**config.mk**
```make
export PLATFORM = sky130hd
export DESIGN_NAME = spi_master_if
export DESIGN_NICKNAME = d
export VERILOG_FILES = /design/src/rtl/spi_pkg.sv /design/src/rtl/spi_sclk_gen.sv /design/src/rtl/spi_master_if.sv
export SDC_FILE = /design/constraint.sdc
export NUM_CORES = 1
export LEC_CHECK = 0
export CAP_MARGIN = 20
export CORE_ASPECT_RATIO = 1.1
export CORE_MARGIN = 3
export CORE_UTILIZATION = 30
export CTS_BUF_LIST = sky130_fd_sc_hd__clkbuf_16
export CTS_CLUSTER_DIAMETER = 30
export DETAILED_ROUTE_END_ITERATION = 8
export SLEW_MARGIN = 25
export SYNTH_ARGS = -nofsm -noshare
export SYNTH_HDL_FRONTEND = slang
export SYNTH_SLANG_ARGS = --single-unit
export TNS_END_PERCENT = 1
```
**constraint.sdc**
```tcl
create_clock -name clk -period 1.9 [get_ports clk]
set_clock_uncertainty 0.15 [all_clocks]
set_input_delay 0.38 -clock clk [delete_from_list [all_inputs] [get_ports clk]]
set_output_delay 0.38 -clock clk [all_outputs]
set_load 0.05 [all_outputs]
```
**src/rtl/spi_pkg.sv**
```systemverilog
// Shared SPI constants: frame geometry, opcodes and master FSM encoding.
// The slave interface imports the same package so both ends agree on framing.
package spi_pkg;

   localparam int unsigned FRAME_BITS = 10;
   localparam int unsigned DATA_BITS  = 8;

   localparam logic [1:0] OP_WR_ADDR = 2'b00;
   localparam logic [1:0] OP_WR_DATA = 2'b01;
   localparam logic [1:0] OP_RD_ADDR = 2'b10;
   localparam logic [1:0] OP_RD_DATA = 2'b11;

   typedef enum logic [2:0] {
      M_IDLE  = 3'd0,
      M_SETUP = 3'd1,
      M_CMD   = 3'd2,
      M_WAIT  = 3'd3,
      M_READ  = 3'd4,
      M_HOLD  = 3'd5
   } m_state_e;

   // Only the read-data opcode turns the bus around to capture a response byte
   function automatic logic is_rd_data(input logic [1:0] op);
      return (op == OP_RD_DATA);
   endfunction

endpackage

```
**src/rtl/spi_sclk_gen.sv**
```systemverilog
// SCLK divider: counts CLK_DIV clks per half period and flags the last clk of
// each half. SCLK only toggles while tog_i is set, so the same count times the
// SETUP and HOLD phases with SCLK parked low.
module spi_sclk_gen #(
   parameter int unsigned CLK_DIV = 2
) (
   input  logic clk,
   input  logic rst_n,
   input  logic clr_i,
   input  logic run_i,
   input  logic tog_i,
   output logic sclk_o,
   output logic tick_o,
   output logic rise_o,
   output logic fall_o
);

   localparam logic [7:0] DIV_LAST = 8'(CLK_DIV - 1);

   logic [7:0] div_q, div_d;
   logic       sclk_q, sclk_d;

   // Strobes mark the clk whose closing edge ends a half period / moves SCLK
   always_comb begin
      tick_o = run_i && (div_q == DIV_LAST);
      rise_o = tick_o && tog_i && !sclk_q;
      fall_o = tick_o && tog_i && sclk_q;
   end

   // Next divider count and SCLK level; clear restarts the phase at frame start
   always_comb begin
      div_d  = div_q;
      sclk_d = sclk_q;
      if (clr_i || !run_i) begin
         div_d  = 8'd0;
         sclk_d = 1'b0;
      end else if (tick_o) begin
         div_d  = 8'd0;
         sclk_d = tog_i ? ~sclk_q : 1'b0;
      end else begin
         div_d  = div_q + 8'd1;
         sclk_d = sclk_q;
      end
   end

   // Divider and SCLK registers
   always_ff @(posedge clk or negedge rst_n) begin
      if (!rst_n) begin
         div_q  <= 8'd0;
         sclk_q <= 1'b0;
      end else begin
         div_q  <= div_d;
         sclk_q <= sclk_d;
      end
   end

   assign sclk_o = sclk_q;

endmodule

```
**src/rtl/spi_master_if.sv**
```systemverilog
// Single-lane SPI master (mode 0). Sends a 10-bit command frame MSB first and,
// for read-data commands, keeps clocking to capture an 8-bit response on MISO.
module spi_master_if
   import spi_pkg::*;
#(
   parameter int unsigned CLK_DIV = 2,
   parameter int unsigned RD_WAIT = 2
) (
   input  logic                  clk,
   input  logic                  rst_n,
   input  logic                  start_i,
   input  logic [FRAME_BITS-1:0] cmd_data_i,
   output logic                  busy_o,
   output logic                  done_o,
   output logic [DATA_BITS-1:0]  rd_data_o,
   output logic                  rd_valid_o,
   output logic                  sclk_o,
   output logic                  ss_n_o,
   output logic                  mosi_o,
   input  logic                  miso_i
);

   localparam logic [4:0] CMD_LAST  = 5'(FRAME_BITS - 1);
   localparam logic [4:0] RD_LAST   = 5'(DATA_BITS - 1);
   localparam logic [4:0] WAIT_LAST = (RD_WAIT == 0) ? 5'd0 : 5'(RD_WAIT - 1);

   m_state_e              state_q, state_d;
   logic [4:0]            cnt_q, cnt_d;
   logic [FRAME_BITS-1:0] sh_q, sh_d;     // MOSI is sh_q MSB; zeros shift in behind
   logic [1:0]            op_q, op_d;
   logic [DATA_BITS-1:0]  rx_q, rx_d;
   logic [DATA_BITS-1:0]  rd_data_q, rd_data_d;
   logic                  ss_n_q, ss_n_d;
   logic                  busy_q, busy_d;
   logic                  done_q, done_d;
   logic                  rd_valid_q, rd_valid_d;
   logic                  clr_s, run_s, tog_s, tick_s, rise_s, fall_s;

   spi_sclk_gen #(.CLK_DIV(CLK_DIV)) u_sclk_gen (
      .clk    (clk),
      .rst_n  (rst_n),
      .clr_i  (clr_s),
      .run_i  (run_s),
      .tog_i  (tog_s),
      .sclk_o (sclk_o),
      .tick_o (tick_s),
      .rise_o (rise_s),
      .fall_o (fall_s)
   );

   assign run_s = (state_q != M_IDLE);

   // Next-state and datapath decode; bit counter restarts on every state change
   always_comb begin
      state_d    = state_q;
      cnt_d      = cnt_q;
      sh_d       = sh_q;
      op_d       = op_q;
      rx_d       = rx_q;
      rd_data_d  = rd_data_q;
      ss_n_d     = ss_n_q;
      busy_d     = busy_q;
      done_d     = 1'b0;
      rd_valid_d = 1'b0;
      clr_s      = 1'b0;
      tog_s      = 1'b0;
      case (state_q)
         M_IDLE: begin
            // A start coinciding with the done pulse is dropped
            if (start_i && !done_q) begin
               state_d = M_SETUP;
               cnt_d   = 5'd0;
               sh_d    = cmd_data_i;
               op_d    = cmd_data_i[FRAME_BITS-1 -: 2];
               ss_n_d  = 1'b0;
               busy_d  = 1'b1;
               clr_s   = 1'b1;
            end else begin
               ss_n_d  = 1'b1;
               busy_d  = 1'b0;
            end
         end
         M_SETUP: begin
            if (tick_s) begin
               state_d = M_CMD;
               cnt_d   = 5'd0;
            end else begin
               state_d = M_SETUP;
            end
         end
         M_CMD: begin
            tog_s = 1'b1;
            if (fall_s) begin
               sh_d = {sh_q[FRAME_BITS-2:0], 1'b0};
               if (cnt_q == CMD_LAST) begin
                  cnt_d = 5'd0;
                  if (is_rd_data(op_q)) begin
                     state_d = (RD_WAIT == 0) ? M_READ : M_WAIT;
                  end else begin
                     state_d = M_HOLD;
                  end
               end else begin
                  cnt_d = cnt_q + 5'd1;
               end
            end else begin
               cnt_d = cnt_q;
            end
         end
         M_WAIT: begin
            tog_s = 1'b1;
            if (fall_s) begin
               if (cnt_q == WAIT_LAST) begin
                  state_d = M_READ;
                  cnt_d   = 5'd0;
               end else begin
                  cnt_d   = cnt_q + 5'd1;
               end
            end else begin
               cnt_d = cnt_q;
            end
         end
         M_READ: begin
            tog_s = 1'b1;
            if (rise_s) begin
               rx_d = {rx_q[DATA_BITS-2:0], miso_i};
            end else begin
               rx_d = rx_q;
            end
            if (fall_s) begin
               if (cnt_q == RD_LAST) begin
                  state_d = M_HOLD;
                  cnt_d   = 5'd0;
               end else begin
                  cnt_d   = cnt_q + 5'd1;
               end
            end else begin
               cnt_d = cnt_q;
            end
         end
         M_HOLD: begin
            if (tick_s) begin
               state_d = M_IDLE;
               cnt_d   = 5'd0;
               ss_n_d  = 1'b1;
               busy_d  = 1'b0;
               done_d  = 1'b1;
               if (is_rd_data(op_q)) begin
                  rd_valid_d = 1'b1;
                  rd_data_d  = rx_q;
               end else begin
                  rd_valid_d = 1'b0;
                  rd_data_d  = rd_data_q;
               end
            end else begin
               state_d = M_HOLD;
            end
         end
         default: begin
            state_d = M_IDLE;
            cnt_d   = 5'd0;
            ss_n_d  = 1'b1;
            busy_d  = 1'b0;
         end
      endcase
   end

   // State and datapath registers; reset parks the pins at idle levels at once
   always_ff @(posedge clk or negedge rst_n) begin
      if (!rst_n) begin
         state_q    <= M_IDLE;
         cnt_q      <= 5'd0;
         sh_q       <= '0;
         op_q       <= 2'b00;
         rx_q       <= '0;
         rd_data_q  <= '0;
         ss_n_q     <= 1'b1;
         busy_q     <= 1'b0;
         done_q     <= 1'b0;
         rd_valid_q <= 1'b0;
      end else begin
         state_q    <= state_d;
         cnt_q      <= cnt_d;
         sh_q       <= sh_d;
         op_q       <= op_d;
         rx_q       <= rx_d;
         rd_data_q  <= rd_data_d;
         ss_n_q     <= ss_n_d;
         busy_q     <= busy_d;
         done_q     <= done_d;
         rd_valid_q <= rd_valid_d;
      end
   end

   assign busy_o     = busy_q;
   assign done_o     = done_q;
   assign rd_data_o  = rd_data_q;
   assign rd_valid_o = rd_valid_q;
   assign ss_n_o     = ss_n_q;
   assign mosi_o     = sh_q[FRAME_BITS-1];

endmodule

```
# --- Word-level counts from Yosys, hierarchy flattened ---
# Index checks and enable logic that the tools add are counted.
word_totals:
  reg_bits: 49
  input_bits: 14
  output_inout_bits: 14
  word_cells: 99
op_classes:
  n_addsub: 2
  eq_ne: 19
  mux: 41
  bitwise_logic: 2
  reduce_logical: 23
ops:
  columns: ["operator", "count"]
  rows:
  - ["5-bit two-way mux", 8]
  - ["3-bit two-way mux", 9]
  - ["5-bit case mux with 5 select lines", 1]
  - ["10-bit two-way mux", 2]
  - ["10-bit case mux with 2 select lines", 1]
  - ["3-bit case mux with 6 select lines", 1]
  - ["8-bit two-way mux", 2]
  - ["2-bit inequality test (second input constant)", 8]
  - ["1-bit two-way mux", 14]
  - ["8-bit by 1-bit adder with 8-bit output (second input constant)", 1]
  - ["8-bit by 1-bit == test with 1-bit output (second input constant)", 1]
  - ["7-bit AND reduction", 1]
  - ["3-bit by 2-bit == test with 1-bit output (second input constant)", 2]
  - ["3-bit == test (second input constant)", 2]
  - ["1-bit case mux with 3 select lines", 2]
  - ["2-bit AND reduction", 3]
  - ["3-bit AND reduction", 2]
  - ["5-bit by 1-bit adder with 5-bit output (second input constant)", 1]
  - ["5-bit by 1-bit == test with 1-bit output (second input constant)", 1]
  - ["5-bit by 3-bit == test with 1-bit output (second input constant)", 1]
  - ["5-bit by 4-bit == test with 1-bit output (second input constant)", 1]
  - ["1-bit logical AND", 5]
  - ["5-bit AND reduction", 1]
  - ["2-bit nonzero test", 2]
  - ["12 further kinds", 15]

# --- Longest topological paths before layout ---
logic_depth:
  ltp_word: 7
  ltp_mapped: 8
  depth_no_buf: 7

# --- By module ---
# A second synthesis with hierarchy kept.
unflattened:
  hier_cells: 208
  area_unflattened_um2: 2269.7
modules_own_cells:
  columns: ["mod", "n_inst", "cells_each", "area_each_um2", "seq_area_each_um2"]
  rows:
  - ["spi_master_if", 1, 160, 1801.7, 1002.2]
  - ["spi_sclk_gen", 1, 48, 467.9, 225.2]

# --- Worst setup path after synthesis ---
# No wires, ideal clock.
synth_timing:
  kind: "register to register"
  startpoint: "reg u_sclk_gen.div_q[3]"
  endpoint: "reg rd_data_q[0], in the netlist rd_data_o[0]"
  t_arrival_ps: 1797
  path_slack_ps: -172
  path_stages_with_launch: 5
  n_path_buf: 0
  period_less_slack_ps: 2072
  path_cell_list: "dfrtp_1 > nor4_4 > nand2_1 > nor3_2 > mux2_2"
synth_via:
  elab_chain_cells: 3
synth_rtl:
  columns: ["item", "line_no", "text"]
  rows:
  - ["start, declared", "spi_sclk_gen.sv:20", "logic [7:0] div_q, div_d;"]
  - ["start signal, assigned", "spi_sclk_gen.sv:52", "div_q <= div_d;"]
  - ["8-bit by 1-bit == test with 1-bit output", "spi_sclk_gen.sv:25", "tick_o = run_i && (div_q == DIV_LAST);"]
  - ["1-bit logical AND", "spi_sclk_gen.sv:25", null]
  - ["3-bit AND reduction (no source line)", null, null]
  - ["end signal, assigned", "spi_master_if.sv:186", "rd_data_q <= rd_data_d;"]
  - ["end, declared", "spi_master_if.sv:32", "logic [DATA_BITS-1:0] rd_data_q, rd_data_d;"]
# Every way passes these cells.
# A chain may end at the register's enable or synchronous reset.

# --- Final worst setup path ---
layout_timing:
  startpoint: "reg u_sclk_gen.div_q[5]"
  endpoint: "reg cnt_q[4]"
layout_via:
  elab_chain_cells: 6
  elab_cells_between_ends: 9
  cone_classes: "eq/ne (5); reduce/logical (4)"
layout_rtl:
  columns: ["item", "line_no", "text"]
  rows:
  - ["8-bit by 1-bit == test with 1-bit output *", "spi_sclk_gen.sv:25", null]
  - ["1-bit logical AND *", "spi_sclk_gen.sv:25", null]
  - ["1-bit logical AND (2 in a row)", "spi_sclk_gen.sv:27", "fall_o = tick_o && tog_i && sclk_q;"]
  - ["2-bit inequality test (no source line)", null, null]
  - ["5-bit AND reduction (no source line) *", null, null]
  - ["end signal, assigned", "spi_master_if.sv:182", "cnt_q <= cnt_d;"]
  - ["end, declared", "spi_master_if.sv:28", "logic [4:0] cnt_q, cnt_d;"]
# Mark *: on every way between the ends. The rest lies on a longest branch, timed or not.

==> reports/results.md <==
* **global-route usage over all layers** 10.99%
* **synthesized-area fraction occupied by ao, oa, aoi and oai cells** 9.358%
* **summed negative setup slack over all endpoints** -0.5278 ns
* **cell internal pwr** 1.706 mW
* **pin count of the biggest net entering global routing** 50
* **Achievable Freq** 510.0 MHz
* **final WL** 4.482 mm
* **number of nets with antenna violations after routing** 0
* **switching power of the nets** 410.6 uW
* **clock sink count** 49
* **setup repair after global routing missed its margin** true
* **critical path startpoint category** register
* **global-route wire length before repair** 7.624 mm
* **mean routed wirelength per cell** 12.05 um
* **clock network fraction of total power** 46.8%
* **DP HPWL** 3.202 mm
* **run status** complete, but fails checks
* **clock latency of the later-clocked register in the worst-skew pair** 0.29 ns
* **Die Height** 97.83 um
* **fraction of synthesized cell area taken by the top area cell type** 52.23%
* **Net Sw Frac** 19.40%
* **post-synthesis area per instance** 11.22 um2
* **data arrival time of the worst path** 2.03 ns
* **number of CTS-inserted buffers** 5
* **placeable core region** 7247 um2
* **effective utilization at floorplan** 31.73%
* **TritonCTS clock tree** built
* **input/output buffers** 27
* **total power consumption of the routed design** 2.116 mW
* **post-place setup slack** -0.1853 ns
* **count of max-cap constraint violations** 0
* **number of standard cells after synthesis** 205
* **required time of the critical path** 1.97 ns
* **simple-gate area share of the yosys netlist** 15.56%
* **violation count after the first detailed-route iteration** 72
* **number of buffers on the longest clock path** 2
* **violations in the final reports** negative setup slack
* **number of hold violations in the final report** 0
* **critical path endpoint category** register
* **Max H-tree Level** 2
* **leading register cell type out of synthesis** sky130_fd_sc_hd__dfrtp_1
* **die width** 89.48 um
* **flops & latches, synth** 49
* **net total in the final layout** 287
* **post-route setup slack** -0.06094 ns
* **proportion of synthesized chip area in sequential cells** 53.37%
* **total placed cells including tap cells** 361
* **number of antenna violations at the first check in global routing** 0
* **router iterations before antenna repair** 4
* **maximum vdd ir drop** 0.2822 mV
* **number of DRC violations after detailed routing** 0
* **Async S/R FF share, synth** 100.0%
* **power density of the placed cells** 665.6 nW/um2
* **post-synth cell types** 44
* **post-synthesis share of cell area spent on full adders, half adders and majority gates** 2.176%
* **overall overflow remaining after global route** 0
* **largest area contributor in the netlist** sky130_fd_sc_hd__dfrtp_1
* **Min Hold Slack** 0.3292 ns
* **leading post-synthesis cells by cell area** sky130_fd_sc_hd__dfrtp_1 52%, sky130_fd_sc_hd__mux2_2 9.8%, sky130_fd_sc_hd__mux2i_1 3.9%
* **number of synthesis warnings** 0
* **final instance count without filler cells** 372
* **diodes inserted** 0
* **Slew Limit Headroom** 71.77%
* **Worst Hold Class** reg -> reg
* **share of the synthesized netlist area taken by xor and xnor gates** 3.047%
* **Syn Nets** 223
* **post-route fraction of the period consumed by the critical path** 103.2%
* **root cell of the clock tree** sky130_fd_sc_hd__clkbuf_16
* **Via Count** 1,673
* **via count of the first global-routing pass** 1,751
* **clock slew seen by the registers of the worst setup and hold paths** 0.06 ns
* **Setup Viol. Count Final** 20
* **transition at the pin with the smallest max-transition slack** 0.4226 ns
* **static power due to leakage** 1.438 nW
* **num ports** 28
* **final number of max-transition violations** 0
* **shortest clock period the worst path allows after layout** 1.961 ns
* **overall die area** 8753 um2
* **total standard cell area after synthesis** 2300 um2
* **drt via density** 4.497
* **largest family of logic cells by synthesized area** simple AND/OR/NAND/NOR gates
* **critical path peak fanout** 4
* **share of total power in sequential cells** 50.0%
* **number of synthesized flops with an enable pin** 0
* **proportion of power drawn by combinational gates** 3.2%
* **cell row count** 32
* **synth-to-layout area growth** 38.25%
* **multiplexer share of the synthesized area** 13.71%
* **final weighted congestion of routability-driven global placement** 0.7758
* **fraction of final layout cells with drive strength greater than 1** 36.67%
* **critical path class** reg -> reg
==> power by group through the flow <==
stage          combinational [mW]  clock (mW)  sequential, mW
2_1_floorplan              0.0133           0            1.08
3_3_place_gp               0.0678           0            1.08
3_5_place_dp               0.0685           0            1.08
4_1_cts                    0.0704        1.02            1.06
5_1_grt                    0.0773        1.06            1.06
6_report                   0.0674       0.991            1.06
==> placed cells by master (no fill, tap or decap), types with 6 or more instances in the layout <==
| master | count |
|---|---|
| sky130_fd_sc_hd__dfrtp_1 | 47 |
| sky130_fd_sc_hd__buf_4 | 45 |
| sky130_fd_sc_hd__mux2_2 | 20 |
| sky130_fd_sc_hd__nand2_1 | 18 |
| sky130_fd_sc_hd__nor2_1 | 13 |
| sky130_fd_sc_hd__clkdlybuf4s50_1 | 12 |
| sky130_fd_sc_hd__o21ai_0 | 11 |
| sky130_fd_sc_hd__nand3_1 | 10 |
| sky130_fd_sc_hd__mux2i_1 | 9 |
| sky130_fd_sc_hd__xor2_1 | 6 |
| sky130_fd_sc_hd__o21ai_1 | 6 |
==> final timing paths <==
| kind | from | end | slack [ns] | cells past startpoint |
|---|---|---|---|---|
| worst min register to register | sh_q[9] | sh_q[9] | 0.33 | 2 |
| max in group asynchronous | rst_n | ss_n_o | 0.88 | 3 |
| worst max-delay path | u_sclk_gen.div_q[5] | cnt_q[4] | -0.06 | 6 |
| min in group asynchronous | rst_n | rd_data_o[0] | 0.45 | 3 |
| worst max register to register | u_sclk_gen.div_q[5] | cnt_q[4] | -0.06 | 6 |
| worst min-delay path | sh_q[9] | sh_q[9] | 0.33 | 2 |
==> cell usage after synthesis, drive strengths merged (3+ instances only) <==
| cell | instances |
|---|---|
| a21oi | 7 |
| a31oi | 3 |
| and3 | 3 |
| buf | 5 |
| clkbuf | 3 |
| dfrtp | 48 |
| ha | 4 |
| inv | 4 |
| mux2 | 20 |
| mux2i | 9 |
| nand2 | 18 |
| nand2b | 3 |
| nand3 | 10 |
| nor2 | 14 |
| nor2b | 3 |
| nor3 | 4 |
| o21ai | 18 |
| xor2 | 6 |
==> kinds of logic after synthesis <==
kind of cell	count (synthesis)
fa+ha+maj	4
compound gates	36
flops	49
mux	29
simple gates	67
xor+xnor	8
buf+inv	12
==> stage by stage <==
stage               util (%)  area (um2)
floorplan                  -        2312
global placement       40.66        2947
detailed placement     40.66        2947
CTS                    43.42        3147
global route           43.87        3179
finish                 43.87        3179
==> worst max-delay path, stage by stage, from the launching register on <==
cell and delay [ns]:
sky130_fd_sc_hd__dfrtp_1 0.41, sky130_fd_sc_hd__nor4_4 0.34, sky130_fd_sc_hd__buf_4 0.17, sky130_fd_sc_hd__a21oi_2 0.06, sky130_fd_sc_hd__o211a_1 0.21, sky130_fd_sc_hd__or4b_1 0.46, sky130_fd_sc_hd__o21ai_1 0.08
==> layout make-up <==
class	instances	area [um2]
clock buffers	5	125.1
multi-input cells	144	1057
repair buffers	65	584.3
well taps	102	127.6
clock inverters	3	41.29
flip-flops and latches	49	1229
inverters	4	15.01
fillers	687	4068
==> repair_timing <==
action,in CTS,in global routing
hold buffers,1,0
buffers inserted,1,1
setup endpoints to repair,22,36
endpoints found under the hold margin,48,0
pin swaps,3,1
resized for setup,4,11
==> layer usage <==
layer  GRT usage, %  vias to the layer above  part of all wire [%]
met5              0                        -                     0
met4          4.467                        0                   1.9
met3          3.038                        7                   3.5
met2          18.43                       22                    48
met1          13.00                      798                    47
li1               -                      846                     -
==> flip-flops by register name (all words and copies together) (netlist names) <==
register,count
sh_q,10
rd_data_o,8
rx_q,8
u_sclk_gen.div_q,8
cnt_q,5
state_q,3
op_q,2
busy_o,1
done_o,1
rd_valid_o,1
ss_n_o,1
u_sclk_gen.sclk_o,1
Power figures use the tool's default switching activity.
